File: src/rtl/uart_tx_pkg.sv
// Shared UART definitions: frame state encoding, parity selectors and frame bit counts.
// Used by both the transmitter and the receiver side.
package uart_tx_pkg;

    typedef enum logic [2:0] {
        ST_IDLE   = 3'd0,
        ST_START  = 3'd1,
        ST_DATA   = 3'd2,
        ST_PARITY = 3'd3,
        ST_STOP   = 3'd4
    } uart_state_e;

    localparam logic PAR_EVEN = 1'b0;
    localparam logic PAR_ODD  = 1'b1;

    localparam int unsigned START_BITS  = 1;
    localparam int unsigned DATA_BITS   = 8;
    localparam int unsigned PARITY_BITS = 1;
    localparam int unsigned STOP_BITS   = 1;

endpackage

File: src/rtl/uart_tx_bit_timer.sv
// Per-bit cycle counter: counts 0..P-1 (prescale 0 behaves as 1) and strobes bit_done_o
// on the last cycle of each bit. The bit length is captured when restart_i is asserted.
module uart_tx_bit_timer #(
    parameter int unsigned PRESCALE_WIDTH = 6
) (
    input  logic                      clk_i,
    input  logic                      rst_ni,
    input  logic                      restart_i,
    input  logic                      enable_i,
    input  logic [PRESCALE_WIDTH-1:0] prescale_i,
    output logic                      bit_done_o
);

    logic [PRESCALE_WIDTH-1:0] cnt_q, cnt_d;
    logic [PRESCALE_WIDTH-1:0] last_q, last_d;

    assign bit_done_o = enable_i && !restart_i && (cnt_q == last_q);

    always_comb begin
        cnt_d  = cnt_q;
        last_d = last_q;
        if (restart_i) begin
            last_d = (prescale_i == '0) ? '0 : prescale_i - 1'b1;
            cnt_d  = '0;
        end else if (enable_i) begin
            cnt_d = bit_done_o ? '0 : cnt_q + 1'b1;
        end
    end

    always_ff @(posedge clk_i or negedge rst_ni) begin
        if (!rst_ni) begin
            cnt_q  <= '0;
            last_q <= '0;
        end else begin
            cnt_q  <= cnt_d;
            last_q <= last_d;
        end
    end

endmodule

File: src/rtl/uart_tx.sv
// UART transmitter: start bit, DATA_WIDTH data bits LSB-first, optional parity, one stop bit.
// tx_out and busy are driven straight from flops; each bit lasts prescale clock cycles.
module uart_tx
    import uart_tx_pkg::*;
#(
    parameter int unsigned DATA_WIDTH     = 8,
    parameter int unsigned PRESCALE_WIDTH = 6
) (
    input  logic                      clk,
    input  logic                      rst,
    input  logic [DATA_WIDTH-1:0]     p_data,
    input  logic                      data_valid,
    input  logic                      par_en,
    input  logic                      par_type,
    input  logic [PRESCALE_WIDTH-1:0] prescale,
    output logic                      tx_out,
    output logic                      busy
);

    localparam int unsigned IDX_W = (DATA_WIDTH > 1) ? $clog2(DATA_WIDTH) : 1;

    uart_state_e           state_q;
    logic [DATA_WIDTH-1:0] shift_q;
    logic [IDX_W-1:0]      idx_q;
    logic                  par_en_q;
    logic                  par_bit_q;
    logic                  tx_q;
    logic                  busy_q;
    logic                  accept;
    logic                  bit_done;

    assign accept = (state_q == ST_IDLE) && data_valid;
    assign tx_out = tx_q;
    assign busy   = busy_q;

    uart_tx_bit_timer #(
        .PRESCALE_WIDTH(PRESCALE_WIDTH)
    ) u_bit_timer (
        .clk_i     (clk),
        .rst_ni    (rst),
        .restart_i (accept),
        .enable_i  (busy_q),
        .prescale_i(prescale),
        .bit_done_o(bit_done)
    );

    // The line value for the next bit is loaded on the edge that ends the current one,
    // so tx_out stays a pure flop output.
    always_ff @(posedge clk or negedge rst) begin
        if (!rst) begin
            state_q   <= ST_IDLE;
            shift_q   <= '0;
            idx_q     <= '0;
            par_en_q  <= 1'b0;
            par_bit_q <= 1'b0;
            tx_q      <= 1'b1;
            busy_q    <= 1'b0;
        end else begin
            case (state_q)
                ST_IDLE: begin
                    if (data_valid) begin
                        shift_q   <= p_data;
                        par_en_q  <= par_en;
                        par_bit_q <= (par_type == PAR_ODD) ? ~^p_data : ^p_data;
                        idx_q     <= '0;
                        tx_q      <= 1'b0;
                        busy_q    <= 1'b1;
                        state_q   <= ST_START;
                    end
                end
                ST_START: begin
                    if (bit_done) begin
                        tx_q    <= shift_q[0];
                        state_q <= ST_DATA;
                    end
                end
                ST_DATA: begin
                    if (bit_done) begin
                        if (idx_q == IDX_W'(DATA_WIDTH - 1)) begin
                            if (par_en_q) begin
                                tx_q    <= par_bit_q;
                                state_q <= ST_PARITY;
                            end else begin
                                tx_q    <= 1'b1;
                                state_q <= ST_STOP;
                            end
                        end else begin
                            idx_q   <= idx_q + 1'b1;
                            shift_q <= shift_q >> 1;
                            tx_q    <= shift_q[1];
                        end
                    end
                end
                ST_PARITY: begin
                    if (bit_done) begin
                        tx_q    <= 1'b1;
                        state_q <= ST_STOP;
                    end
                end
                ST_STOP: begin
                    if (bit_done) begin
                        tx_q    <= 1'b1;
                        busy_q  <= 1'b0;
                        state_q <= ST_IDLE;
                    end
                end
                default: begin
                    tx_q    <= 1'b1;
                    busy_q  <= 1'b0;
                    state_q <= ST_IDLE;
                end
            endcase
        end
    end

endmodule

File: config.mk
export PLATFORM = sky130hd
export DESIGN_NAME = uart_tx
export DESIGN_NICKNAME = d
export VERILOG_FILES = /design/src/rtl/uart_tx_pkg.sv /design/src/rtl/uart_tx_bit_timer.sv /design/src/rtl/uart_tx.sv
export SDC_FILE = /design/constraint.sdc
export NUM_CORES = 1
export LEC_CHECK = 0
export CAP_MARGIN = 10
export CORE_ASPECT_RATIO = 0.75
export CORE_MARGIN = 2
export CORE_UTILIZATION = 54
export DETAILED_ROUTE_END_ITERATION = 7
export PLACE_DENSITY = 0.77
export SLEW_MARGIN = 20
export SYNTH_ARGS = -nofsm -noshare
export SYNTH_HDL_FRONTEND = slang
export SYNTH_SLANG_ARGS = --single-unit
File: constraint.sdc
create_clock -name clk -period 2.67 [get_ports clk]
set_input_delay 0.6675 -clock clk [delete_from_list [all_inputs] [get_ports clk]]
set_output_delay 0.6675 -clock clk [all_outputs]
set_load 0.01 [all_outputs]
# Yosys cells after proc, flatten, opt, wreduce, memory -nomap -nowiden
# Cells that the tools add are included.
dict set report word_totals {
  reg_bits 30
  in_bits 19
  elab_cells 75
}
dict set report classes {
  n_addsub 3
  n_eq_ne 14
  mux 31
  n_bitwise 1
  reduce_logical 17
}
# cell n
set op_table {}
lappend op_table {{3-bit two-way mux} 10}
lappend op_table {{6-bit two-way mux} 4}
lappend op_table {{8-bit two-way mux} 3}
lappend op_table {{8-bit case mux with 2 select lines} 1}
lappend op_table {{3-bit case mux with 5 select lines} 1}
lappend op_table {{2-bit by 1-bit inequality test with 1-bit output (second input constant)} 5}
lappend op_table {{1-bit two-way mux} 9}
lappend op_table {{4-bit AND reduction} 2}
lappend op_table {{8-bit XNOR reduction} 1}
lappend op_table {{8-bit XOR reduction} 1}
lappend op_table {{6-bit by 1-bit adder with 6-bit output (second input constant)} 1}
lappend op_table {{3-bit by 2-bit == test with 1-bit output (second input constant)} 2}
lappend op_table {{3-bit == test (second input constant)} 2}
lappend op_table {{6-bit == test} 1}
lappend op_table {{6-bit zero test} 1}
lappend op_table {{2-bit inequality test (second input constant)} 3}
lappend op_table {{3-bit case mux with 2 select lines} 1}
lappend op_table {{6-bit AND reduction} 1}
lappend op_table {{6-bit by 1-bit subtractor with 6-bit output (second input constant)} 1}
lappend op_table {{1-bit case mux with 4 select lines} 1}
lappend op_table {{2-bit nonzero test} 2}
lappend op_table {{3-bit by 1-bit adder with 3-bit output (second input constant)} 1}
lappend op_table {{3-bit by 1-bit == test with 1-bit output (second input constant)} 1}
lappend op_table {{1-bit logical AND} 3}
lappend op_table {{other kinds (8)} 8}

# Longest topological paths before layout
# Gate-level depths: netlist of run 1.
dict set report logic_depth {
  word_depth 8
  depth_mapped 7
  mapped_depth_nobuf 7
}

# By module
# A second synthesis of run 1 with hierarchy kept.
dict set report unflattened {
  hier_cells 176
  hier_area_um2 1783.0
}
# module n_inst cells_each area_per_inst_um2 seq_area_each_um2
set modules_own_cells {}
lappend modules_own_cells {uart_tx 1 107 1093.5 451.7}
lappend modules_own_cells {uart_tx_bit_timer 1 69 689.4 300.3}

# Worst setup path before layout of run 1
# No wires, ideal clock.
dict set report synth_timing {
  path_type {reg2reg}
  from {register idx_q[0]}
  to {register shift_q[0]}
  setup_ns 0.080
  arrival_ns 1.811
  setup_slack_ns 0.780
  stages_incl_launch_ff 8
  synth_period_minus_slack_ns 1.890
  cell_sequence {dfrtp_1 > ha_1 > ha_1 > inv_1 > mux2i_1 > nor3_2 > a21boi_1 > a2bb2oi_1}
}
dict set report synth_via {
  elab_chain_len 3
}
# item line_no
set synth_rtl {}
lappend synth_rtl {{from (decl)} uart_tx.sv:24} ;# logic [IDX_W-1:0] idx_q;
lappend synth_rtl {{from (signal assigned)} uart_tx.sv:88} ;# idx_q <= idx_q + 1'b1;
lappend synth_rtl {{3-bit == test} uart_tx.sv:79} ;# if (idx_q == IDX_W'(DATA_WIDTH - 1)) begin
lappend synth_rtl {{2-bit inequality test (no source line)} --}
lappend synth_rtl {{4-bit AND reduction (no source line)} --}
lappend synth_rtl {{to (signal assigned)} uart_tx.sv:62} ;# shift_q <= p_data;
lappend synth_rtl {{to (signal assigned)} uart_tx.sv:89} ;# shift_q <= shift_q >> 1;
lappend synth_rtl {{to (decl)} uart_tx.sv:23} ;# logic [DATA_WIDTH-1:0] shift_q;
# No other way between the ends.
# A chain may end at the register's enable or synchronous reset.

# Worst setup path in the final report of run 1
dict set report layout_timing {
  from {input port data_valid}
  to {register shift_q[4]}
}
dict set report layout_via {
  elab_chain_len 6
  elab_cells_between_ends 7
  classes_between {eq/ne (2); reduce/logical (5)}
}
# item line_no
set layout_rtl {}
lappend layout_rtl {{from (decl)} uart_tx.sv:12} ;# input logic data_valid,
lappend layout_rtl {{1-bit logical AND} uart_tx.sv:32} ;# assign accept = (state_q == ST_IDLE) && data_valid;
lappend layout_rtl {{1-bit zero test} uart_tx_bit_timer.sv:17} ;# assign bit_done_o = enable_i && !restart_i && (cnt_q == last_q);
lappend layout_rtl {{1-bit logical AND (2 in series)} uart_tx_bit_timer.sv:17}
lappend layout_rtl {{2-bit by 1-bit inequality test with 1-bit output (no source line)} --}
lappend layout_rtl {{4-bit AND reduction (no source line) *} --}
# Every way passes the cells marked *; elsewhere a longest branch is shown, timed or not.

==> results of run 1 <==
==> layout make-up <==
cell class / count / area, sq um / area share
well taps: 38 / 47.5 / 0.0237
inverters: 6 / 22.5 / 0.0112
flip-flops and latches: 30 / 752 / 0.375
clock buffers: 7 / 86.3 / 0.0430
multi-input cells: 121 / 855 / 0.426
clock inverters: 1 / 5.00 / 0.00250
repair buffers: 25 / 238 / 0.119
==> cells in the final DEF, fill, tap and decap left out, types with 2 or more instances in the layout <==
cell / count
clkbuf_8: 6
a21oi_1: 4
nand3_1: 4
nand4_1: 2
buf_4: 5
nand2b_1: 2
a2bb2oi_1: 7
xor2_1: 11
ha_1: 5
dfrtp_1: 29
a22o_1: 2
o21ai_0: 13
nand2_1: 15
xnor2_1: 9
clkdlybuf4s50_1: 20
a31oi_1: 2
o22ai_1: 8
a22o_2: 2
nor3_1: 4
o31ai_1: 2
inv_1: 6
nor2_1: 8
==> sequential cells by signal, summed over array words and instances, names as in the netlist <==
signal	cells
u_bit_timer.cnt_q	6
u_bit_timer.last_q	6
tx_out	1
busy	1
state_q	3
idx_q	3
shift_q	8
par_bit_q	1
par_en_q	1
==> path summary, 6_finish.rpt <==
check / end / cells past startpoint / slack, ns
min in group asynchronous: idx_q[0] / 1 / 0.59
worst max register to register: shift_q[2] / 5 / 0.49
worst min register to register: par_bit_q / 2 / 0.50
max in group asynchronous: tx_out / 2 / 1.46
worst max-delay path: shift_q[4] / 6 / 0.41
worst min-delay path: par_bit_q / 2 / 0.50
==> per-layer routing <==
layer | vias up | share of wire | wire, um
met5 | - | 0 | 0
li1 | 646 | - | -
met3 | 5 | 0.048 | 160
met4 | 0 | 0.014 | 46
met1 | 640 | 0.48 | 1620
met2 | 36 | 0.46 | 1520
==> power groups by stage <==
stage	sequential [W]	combinational [W]	clock (W)
CTS	0.000831	0.000827	0.000374
global route	0.000860	0.000924	0.000395
detailed placement	0.000837	0.000823	0
finish	0.000832	0.000824	0.000367
floorplan	0.000766	0.000665	0
global placement	0.000825	0.000788	0
==> kinds of logic after synthesis <==
family / synth area share
AO/OA/AOI/OAI: 0.200
XOR/XNOR: 0.105
adder cells (fa/ha/maj): 0.0375
buffers and inverters: 0.0375
flip-flops: 0.451
multiplexers: 0.0127
AND/OR/NAND/NOR: 0.157
==> tightest hold or removal path, cell delays in order (launching register included) <==
cell and delay (ns):
dfrtp_1 0.35, nand2_1 0.05, o21ai_0 0.06
==> per-stage QoR <==
step                      total power (W)  hold WS [ns]  instance area, sq um  setup slack [ns]  utilization
after floorplan                   0.00143         0.372                  1670             0.780            -
after global placement            0.00161         0.487                  1910             0.192        0.652
after detailed placement          0.00166         0.498                  1910             0.135        0.652
after CTS                         0.00203         0.511                  2010             0.420        0.683
after global routing              0.00218         0.528                  2010             0.312        0.683
final                             0.00202         0.503                  2010             0.408        0.683
==> results.py, run 1 <==
metrics = {
    "logic_synthesis": {
        "synth-main-ff-cell": "dfrtp_1",
        "netlist_area_sq_um": 1670,
        "yosysTopAreaCell": "dfrtp_1",
        "async_reset_ff_frac": 1.00,
        "synth.most_common_cell": "dfrtp_1",
        "yosys_warnings": 0,
        "synthTopCellsByArea": "dfrtp_1 43%, xor2_1 5.8%, xnor2_1 4.7%",
        "synth-seq-cells": 30,
        "synth_top_area_frac": 0.435,
        "yosysSeqAreaShare": 0.451,
        "netlist_instances": 163,
        "syn_nets": 187,
        "synth-edff-count": 0,
        "synth_commonest_cells": "29 x dfrtp_1, 15 x nand2_1, 13 x o21ai_0",
        "syn_avg_cell_area_sq_um": 10.2,
        "synth_cell_types": 44,
    },
    "setup_path": {
        "crit_slowest_cell": "clkdlybuf4s50_1",
        "crit_type": "in -> reg",
        "crit_buf_inv": 1,
        "crit_family": "simple AND/OR/NAND/NOR gates",
        "crit_path_end_kind": "flop",
        "worstReg2RegStart": "u_bit_timer.cnt_q[4]",
        "crit_chain": "clkdlybuf4s50_1 -> or4b_4 -> and2_4 -> nand4_1 -> o22ai_1 -> a2bb2oi_1",
        "arrival_ns": 2.46,
        "slowest_delay_ns": 0.49,
        "worstSetupStartpointType": "primary input",
        "cp_max_fo": 7,
        "cp-startpoint": "data_valid",
        "required_ns": 2.87,
    },
    "clock_network": {
        "clk_pin_slew_ns": 0.06,
        "cts_resized": 0,
        "cts-root-buf": "clkbuf_8",
        "postCtsSetupRepairBufs": 0,
        "clk_latency_ns": 0.28,
        "cts_buffers": 5,
        "clockBufferDepth": 2,
        "htree_levels": 2,
        "cts.sinks": 30,
        "cts_tree": "done",
        "cts_hold_buf": 0,
    },
    "die": {
        "die_area_sq_um": 3560,
        "core_sq_um": 2940,
        "fp-row-count": 17,
        "die_h_um": 52.1,
        "die_w_um": 68.2,
        "initial_core_util": 0.569,
        "ioPinCount": 21,
    },
    "routing": {
        "wirelength_um": 3340,
        "dr_total_vias": 1327,
        "dr.pass1.iters": 4,
        "antenna_left": 0,
        "drt_iter0_drc": 78,
        "routed_via_density": 5.82,
        "post_drt_wl_per_cell_um": 14.7,
        "drt_drc_violations_left": 0,
    },
    "timing": {
        "rsz0062_at_grt": "false",
        "slew_viol_final": 0,
        "slew-limit-headroom": 0.628,
        "setup_tns_ns": 0,
        "hold_viol": 0,
        "setup_viol": 0,
        "fmax_ghz": 0.442,
        "finalCriticalPeriod_ns": 2.26,
        "min_period_over_period": 0.847,
        "skew_ns": 0.00600,
        "tightest_slew_ns": 0.557,
    },
    "power": {
        "power.internal_w": 0.00126,
        "clkPwrFrac": 0.181,
        "powerDensity_nw_per_um2": 1010,
        "sw_frac_of_total": 0.377,
        "pwr-share-comb": 0.407,
        "power.switching_w": 0.000762,
        "vdd_drop_max_mv": 0.509,
        "seqPwrFrac": 0.411,
        "p_leak_nw": 0.871,
    },
    "place": {
        "hpwl_um": 2560,
        "port_buffers": 20,
        "place_inst": 220,
        "gp_congestion": 0.734,
    },
    "global_route": {
        "grtUsageMet1": 0.286,
        "grt_overflow": 0,
        "grt_pass1_wl_um": 5660,
        "use_met2": 0.350,
        "grt_use_total": 0.221,
        "grt_pass1_vias": 1266,
        "grt_start_max_net_pins": 28,
        "grt_busiest_layer": "met2",
        "met3_usage": 0.0519,
        "antenna_found_initial": 0,
    },
    "worst_hold_path": {
        "hold_start": "par_bit_q",
        "hold_path.class": "reg -> reg",
    },
    "job": {
        "drv_cap": 0,
    },
    "status": {
        "status": "completed",
    },
    "cells_and_area": {
        "drive_gt1_frac": 0.126,
        "fin_cells": 228,
        "nFillCells": 233,
        "diodes": 0,
        "fin_nets": 213,
        "areaGrowthSynthToFinish_pct": 20.2,
    },
}
(Power assumes the default switching activity.)
==> run 2: changes to the inputs <==
Clock period 2.67 ns to 2.34 ns, I/O delays scaled along.
==> run 2 against run 1 <==
  * Critical endpoint is now shift_q[6]
  * Register-to-register slack lost 0.25 ns
  * Combinational power is 23% higher
  * Highest routed layer unchanged
  * Cell count up 3.1%
  * First-iteration DRC count increased by 13%
  * Sequential power rose by 14%
  * Power increased by 21%
  * Via count grew 3.3%
  * Critical path type is now reg -> reg
  * Non-clock buffer count increased by 7
  * Flip-flop and latch count did not move
  * Hold slack gained 0.0021 ns
  * Utilization increased by 2.4 points
==> results.py, run 2 (same netlist as run 1, synthesis figures left out) <==
metrics = {
    "cells_and_area": {
        "postLayoutCoreUtil": 0.708,
        "fin_nets": 220,
        "layout_common_cells": "29 x dfrtp_1, 20 x clkdlybuf4s50_1, 15 x nand2_1, 13 x o21ai_0, 12 x buf_4",
        "reg_top3": "shift_q x8, u_bit_timer.cnt_q x6, u_bit_timer.last_q x6",
        "fin_cells": 235,
        "top_register": "shift_q",
        "final_common_cell": "dfrtp_1",
        "areaGrowthSynthToFinish_pct": 24.4,
        "design_area_sq_um": 2080,
        "drive_gt1_frac": 0.162,
        "largest_register_ffs": 8,
        "diodes": 0,
    },
    "timing": {
        "setup_ws_ns": 0.242,
        "min_period_over_period": 0.897,
        "setup_viol": 0,
        "slew_viol_final": 0,
        "finalCriticalPeriod_ns": 2.10,
        "setup_tns_ns": 0,
        "tightest_slew_ns": 0.569,
        "fmax_ghz": 0.477,
        "slew-limit-headroom": 0.620,
        "hold_viol": 0,
        "rsz0062_at_grt": "false",
        "skew_ns": 0.00762,
    },
    "global_route": {
        "grt_pass1_vias": 1301,
        "grt_pass1_wl_um": 6090,
        "grt_overflow": 0,
        "grt_use_total": 0.238,
        "antenna_found_initial": 0,
        "grt_start_max_net_pins": 31,
    },
    "clock_network": {
        "cts-root-buf": "clkbuf_8",
        "cts_resized": 0,
        "clk_latency_ns": 0.28,
        "cts_tree": "done",
        "clk_pin_slew_ns": 0.07,
        "cts.sinks": 30,
        "htree_levels": 2,
        "postCtsSetupRepairBufs": 0,
        "cts_hold_buf": 0,
        "clockBufferDepth": 2,
        "cts_buffers": 5,
    },
    "power": {
        "powerDensity_nw_per_um2": 1180,
        "sw_frac_of_total": 0.362,
        "seqPwrFrac": 0.389,
        "power.internal_w": 0.00156,
        "power.switching_w": 0.000887,
        "pwr-share-comb": 0.414,
        "p_leak_nw": 0.915,
        "vdd_drop_max_mv": 0.647,
        "clkPwrFrac": 0.197,
    },
    "routing": {
        "dr_total_vias": 1371,
        "dr.pass1.iters": 4,
        "routed_via_density": 5.83,
        "antenna_left": 0,
        "drt_iter0_drc": 88,
        "wirelength_um": 3540,
        "drt_drc_violations_left": 0,
        "post_drt_wl_per_cell_um": 15.0,
    },
    "setup_path": {
        "crit_top_cell": "ha_1",
        "cp_max_fo": 7,
        "r2r_cells": 7,
        "r2r_end": "shift_q[6]",
        "crit_path_end_kind": "flop",
        "crit_type": "reg -> reg",
        "crit_chain": "ha_1 -> ha_1 -> inv_1 -> mux2i_1 -> nor3_2 -> a21boi_1 -> a2bb2oi_1",
        "arrival_ns": 2.30,
        "reg2reg_slack_ns": 0.24,
        "worstReg2RegStart": "idx_q[0]",
        "worstSetupStartpointType": "flop",
        "slowest_delay_ns": 0.54,
        "crit_slowest_cell": "a21boi_1",
        "required_ns": 2.55,
    },
    "worst_hold_path": {
        "hold_start": "par_bit_q",
        "hold_depth": 2,
        "hold_path.class": "reg -> reg",
        "hold_end": "par_bit_q",
    },
    "die": {
        "die_area_sq_um": 3560,
        "ioPinCount": 21,
        "fp-row-count": 17,
        "die_w_um": 68.2,
        "die_h_um": 52.1,
        "initial_core_util": 0.569,
        "core_sq_um": 2940,
    },
    "status": {
        "status": "completed",
    },
    "place": {
        "port_buffers": 20,
        "place_area_sq_um": 1970,
        "post-place-ws_ns": -0.0359,
        "gp_congestion": 0.888,
        "hpwl_um": 2640,
        "place_inst": 227,
    },
    "job": {
        "drv_cap": 0,
    },
}
[run 2: changes by cell type in the layout (fill, tap and decap cells not counted), sizes merged]
| cell | delta |
|---|---|
| buf | +7 |
| clkinv | -1 |
| clkbuf | +1 |
[run 2: layout make-up]
class                           instances  area, sq um
Fill cell                             231          858
Multi-Input combinational cell        121          855
Sequential cell                        30          752
Timing Repair Buffer                   32          290
Clock buffer                            8          110
Tap cell                               38         47.5
Inverter                                6         22.5
[run 2: worst max path at each step]
stage,cells after the start,from,slack (ns),end
finish,7,idx_q[0],0.24,shift_q[6]
global placement,6,data_valid,-0.009,shift_q[3]
global route,7,idx_q[1],0.09,shift_q[3]
floorplan,7,idx_q[0],0.45,shift_q[0]
detailed placement,6,data_valid,-0.04,shift_q[3]
CTS,6,data_valid,0.24,shift_q[3]
[run 2: power by group through the flow]
stage	logic [W]	clock network, W	registers [W]
after floorplan	0.000758	0	0.000874
after global placement	0.000970	0	0.000940
after global routing	0.00114	0.000514	0.000977
after CTS	0.00102	0.000492	0.000947
final	0.00101	0.000481	0.000952
after detailed placement	0.00102	0	0.000950
[run 2: worst max-delay path, delay by kind of cell (launching register included)]
family,cells,cell delay (ns)
multiplexers,1,0.07
AND/OR/NAND/NOR,1,0.26
buffers and inverters,1,0.08
adder cells (fa/ha/maj),2,0.47
AO/OA/AOI/OAI,2,0.74
flip-flops,1,0.39
[run 2: stage by stage]
step                total power, W  hold slack, ns
floorplan                  0.00163           0.289
global placement           0.00191           0.486
detailed placement         0.00197           0.493
CTS                        0.00246           0.507
global route               0.00263           0.535
finish                     0.00245           0.505
[run 2: routing by layer]
metal | part of all wire | up-vias | track usage | routed length [um]
met5 | 0 | - | 0 | 0
li1 | - | 656 | - | -
met4 | 0.014 | 0 | 0.0800 | 49
met1 | 0.46 | 667 | 0.340 | 1640
met2 | 0.47 | 39 | 0.356 | 1680
met3 | 0.049 | 9 | 0.0519 | 173
